===== src/rtl/four_bit_universal_counter.sv =====
// 4-bit synchronous up-counter with parallel load, count enable and cascadable carry-out.
// Define UCNT_REG_COUT_EN for a registered one-cycle wrap flag on cout instead of combinational.
module four_bit_universal_counter #(
  parameter int unsigned WIDTH = 4
) (
  input  logic [WIDTH-1:0] din,
  output logic [WIDTH-1:0] acount,
  output logic             cout,
  input  logic             count,
  input  logic             load,
  input  logic             reset,
  input  logic             clk
);

  localparam logic [WIDTH-1:0] MaxCount = {WIDTH{1'b1}};
  localparam logic [WIDTH-1:0] OneCount = {{(WIDTH-1){1'b0}}, 1'b1};

  logic [WIDTH-1:0] r_acount;
  logic [WIDTH-1:0] w_acount_d;
  logic             w_at_max;
  logic             w_wrap;

  assign w_at_max = (r_acount == MaxCount);
  // Next edge will roll over to zero; load always overrides counting.
  assign w_wrap   = count & ~load & w_at_max;

  always_comb begin
    w_acount_d = r_acount;
    if (load) begin
      w_acount_d = din;
    end else if (count) begin
      w_acount_d = r_acount + OneCount;
    end
  end

  always_ff @(posedge clk or negedge reset) begin
    if (!reset) begin
      r_acount <= '0;
    end else begin
      r_acount <= w_acount_d;
    end
  end

  assign acount = r_acount;

`ifdef UCNT_REG_COUT_EN
  logic r_cout;

  // High only in the cycle after the max->0 wrap; any load or idle edge clears it.
  always_ff @(posedge clk or negedge reset) begin
    if (!reset) begin
      r_cout <= 1'b0;
    end else begin
      r_cout <= w_wrap;
    end
  end

  assign cout = r_cout;
`else
  assign cout = reset & w_wrap;
`endif

endmodule


===== config.mk =====
export PLATFORM = sky130hd
export DESIGN_NAME = four_bit_universal_counter
export DESIGN_NICKNAME = d
export VERILOG_FILES = /design/src/rtl/four_bit_universal_counter.sv
export SDC_FILE = /design/constraint.sdc
export NUM_CORES = 1
export LEC_CHECK = 0
export ABC_CLOCK_PERIOD_IN_PS = 2900
export CORE_AREA = 2 2 39 41
export CTS_BUF_LIST = sky130_fd_sc_hd__clkbuf_16
export CTS_CLUSTER_SIZE = 12
export DETAILED_ROUTE_END_ITERATION = 12
export DIE_AREA = 0 0 41 43
export SYNTH_ARGS = -nofsm -noshare
export SYNTH_HDL_FRONTEND = slang
export SYNTH_SLANG_ARGS = --single-unit

===== constraint.sdc =====
create_clock -name clk -period 2.9 [get_ports clk]
set_input_delay 0.58 -clock clk [delete_from_list [all_inputs] [get_ports clk]]
set_output_delay 0.58 -clock clk [all_outputs]
set_load 0.005 [all_outputs]

[Yosys cells after proc, flatten, opt, wreduce, memory -nomap -nowiden]
Index checks and enable logic that the tools add are counted.
Operators by class
  add/sub/neg operators: 1
  equality and inequality tests: 1
  mux-type cells: 2
  bitwise operators: 4
  reductions and logical operators: 1
Operator list (number)
  two-way mux 4 bit: 2
  adder 4 x 1 -> 4 bit (second input constant): 1
  equality test 4 bit (second input constant): 1
  AND 1 bit: 3
  nonzero test 2 bit: 1
  NOT 1 bit: 1
Storage, ports and cells
  register bits: 4
  input port bits: 8
  word-level logic and storage cells: 10

[Depth between registers and ports, before layout]
  depth after elaboration: 4
  mapped depth: 4
  mapped depth without buffers: 4

[Least setup slack after synthesis]
Ideal clock, no wire load.
  path type: in2out
  start point: input load
  end point: output cout
  data arrival time: 836 ps
  data required time: 2320 ps
  slack: 1484 ps
  stages on the path: 2
  path buffers: 0
  cell sequence: nand4b_1 nor2_1
Between the ends
  longest elaborated chain between the ends: 4
RTL lines
  from (decl): RTL line 10  | input logic load,
  NOT 1 bit: RTL line 25  | assign w_wrap = count & ~load & w_at_max;
  AND 1 bit (2 in series): RTL line 25
  AND 1 bit: RTL line 60  | assign cout = reset & w_wrap;
  to (decl): RTL line 8  | output logic cout,
No other way between the ends.

[Worst setup path in the final report]
Ends and elaborated chain as after synthesis.

==> impl_results.md <==
* Status: finished clean
* Global Route Usage Sum at 7.47%
* Synth area leader: dfrtp_1
* Congestion Overflow GR at 0
* CTS max path bufs at 2
* RSZ-0062 raised after global routing: no
* Critical path type: in -> out
* Setup TNS at 0 ns
* Highest Clock Rate at 0.399 GHz
* Post-Synth XOR/XNOR Area at 12.2%
* Area contributors post-synth: dfrtp_1 (47%), xnor2_1 (8.1%), nand2_1 (7.0%)
* Synthesis-stage register bit count at 4
* Syn Area/Cell at 10.8 um2
* Slew headroom at 84.1%
* Largest net degree at the start of global routing at 9
* VDD IR max at 0.283 mV
* R2R Setup Slk at 1.79 ns
* Die width at 41 um
* Placed Cells at 48
* Setup bufs post-CTS at 0
* Layout cells sized above 1 at 14.3%
* Nets@finish at 46
* Largest family of logic cells by synthesized area: simple AND/OR/NAND/NOR gates
* Port Buf Inserts at 12
* Max reg flops at 4
* Post-Synthesis Cells at 20
* Yosys top cell area share at 46.5%
* Vias in the first global route at 194
* First-pass GRT wire length at 752 um
* Final Cycle Share at 86.4%
* Clock sink count at 4
* Post-Route WL at 471 um
* Max-Cap Viols at 0
* Skew final at 0.00128 ns
* Startpoint of the worst register-to-register path: acount[0]
* Area grow syn2layout at 100%
* FILL cells at 145
* TritonCTS Buffers at 3
* Ys async rst share at 100%
* First-pass DRT Iterations at 4
* WL/cell at 9.24 um
* Synth cell types at 12
* Drt via density at 3.84
* Max FO, Critical Path at 8
* Synth Area in Simple Gates at 18.6%
* WP data required at 2.32 ns
* Ports at 13
* Register area at 100 um2
* Initial antenna violation count at 0
* Worst skew pair latency at 0.22 ns
* FF-to-FF End: acount[2]
* Yosys warning count at 0
* Core Box Area at 1380 um2
* Starting density of the core at 15.6%
* Drt initial violations at 5
* Synthesized area at 215 um2
* Multiplexer area fraction after synthesis at 9.88%
* Routed vias at 196
* Post-cts resize count at 0
* Post-CTS Hold Buffers at 0
* Antenna diodes at 0
* Post-synth net total at 29
* Max-slew violations at 0
* Chip height at 43 um
* Synth Area in Compound Gates at 6.98%
* Synth Area in Adders at 5.81%
* Leak at 0.176 nW
* Minimum clock period at 2.50 ns
* H-tree level count at 1
* Power Density at 773 nW/um2
* Multi-input gate area in the final layout at 115 um2
* Hold Crit Class: in -> async
* Critical path arrival at 1.92 ns
* Synth Flop Type: dfrtp_1
* Root buffer cell: clkbuf_16
* Most frequent cells after synthesis: dfrtp_1 (4), nand2_1 (4), o21ai_0 (2), xnor2_1 (2)
* CTS clk-pin slew, worst paths at 0.03 ns
* Finished Core Util at 31.1%
* Sequential share of the synthesized area at 46.5%
* Site Rows at 14
* Routed Antenna Nets at 0
* Post-route non-filler standard cell count at 51
* CP Capture Type: output pin
* Number of remaining DRC errors at 0
* EDFF count, synth at 0
* Die area at 1760 um2
* Worst Reg-to-Reg Cells at 4
* Hold Fails Final Rpt at 0
* Startpoint Class: primary input
* Tightest Pin Transition at 0.238 ns
* DPL Wire Length at 341 um
* TritonCTS clock tree: done
* Gp weighted congestion at 0.592
* Setup violators final at 0
## area by class of cell
type,count,area share [%]
flip-flops and latches,4,23.3
repair buffers,12,27.9
clock buffers,3,17.4
multi-input cells,16,26.7
well taps,16,4.65
## routing by layer
layer	global-route usage, %	share of wire [%]	vias up
met4	12.0	8.9	0
met3	3.14	13	4
met2	7.19	35	14
li1	-	-	100
met5	0	0	-
met1	8.82	43	78
## how the worst max path moves through the flow
stage                     startpoint  endpoint  slack, ns  cells after the start
after floorplan                 load      cout       1.48                      2
after global placement          load      cout       0.39                      4
after detailed placement        load      cout       0.39                      4
after CTS                       load      cout       0.39                      4
after global routing            load      cout       0.26                      4
final                           load      cout       0.40                      4
## critical path, stage by stage
cell,delay (ns)
clkdlybuf4s50_1,0.52
nand4b_1,0.22
nor2_1,0.10
clkdlybuf4s50_1,0.50
## layout by cell type, fill, tap and decap left out
master	count
clkbuf_16	3
dfrtp_1	4
nor2_1	1
mux2i_1	1
clkdlybuf4s50_1	12
xnor2_1	2
nand4_2	1
xor2_1	1
ha_1	1
o21ai_0	2
o21ai_1	1
nand4b_1	1
mux2_2	1
nand2_1	4
## through the flow
step / hold WS, ns / total power [mW] / worst slack [ns] / cell area, um2
3_5_place_dp: 0.647 / 0.120 / 0.390 / 355
4_1_cts: 0.572 / 0.339 / 0.391 / 430
5_1_grt: 0.587 / 0.351 / 0.262 / 430
3_3_place_gp: 0.646 / 0.119 / 0.386 / 355
2_1_floorplan: 0.284 / 0.0890 / 1.48 / 215
6_report: 0.570 / 0.333 / 0.395 / 430
## report_power, final
group	switching (mW)	internal (mW)	total [mW]	leakage, nW
Clock	0.0378	0.176	0.214	0.0370
Sequential	0.00866	0.0637	0.0723	0.0478
Combinational	0.0153	0.0314	0.0467	0.0908
Total	0.0618	0.271	0.333	0.176
## cell families after synthesis
kind of cell / count (synthesis)
muxes: 2
DFF: 4
xor gates and xnor gates: 3
AOI/OAI and AO/OA: 3
adders and majority gates: 1
and+or+nand+nor: 7
Note: power is estimated with default switching activity, not from simulation.
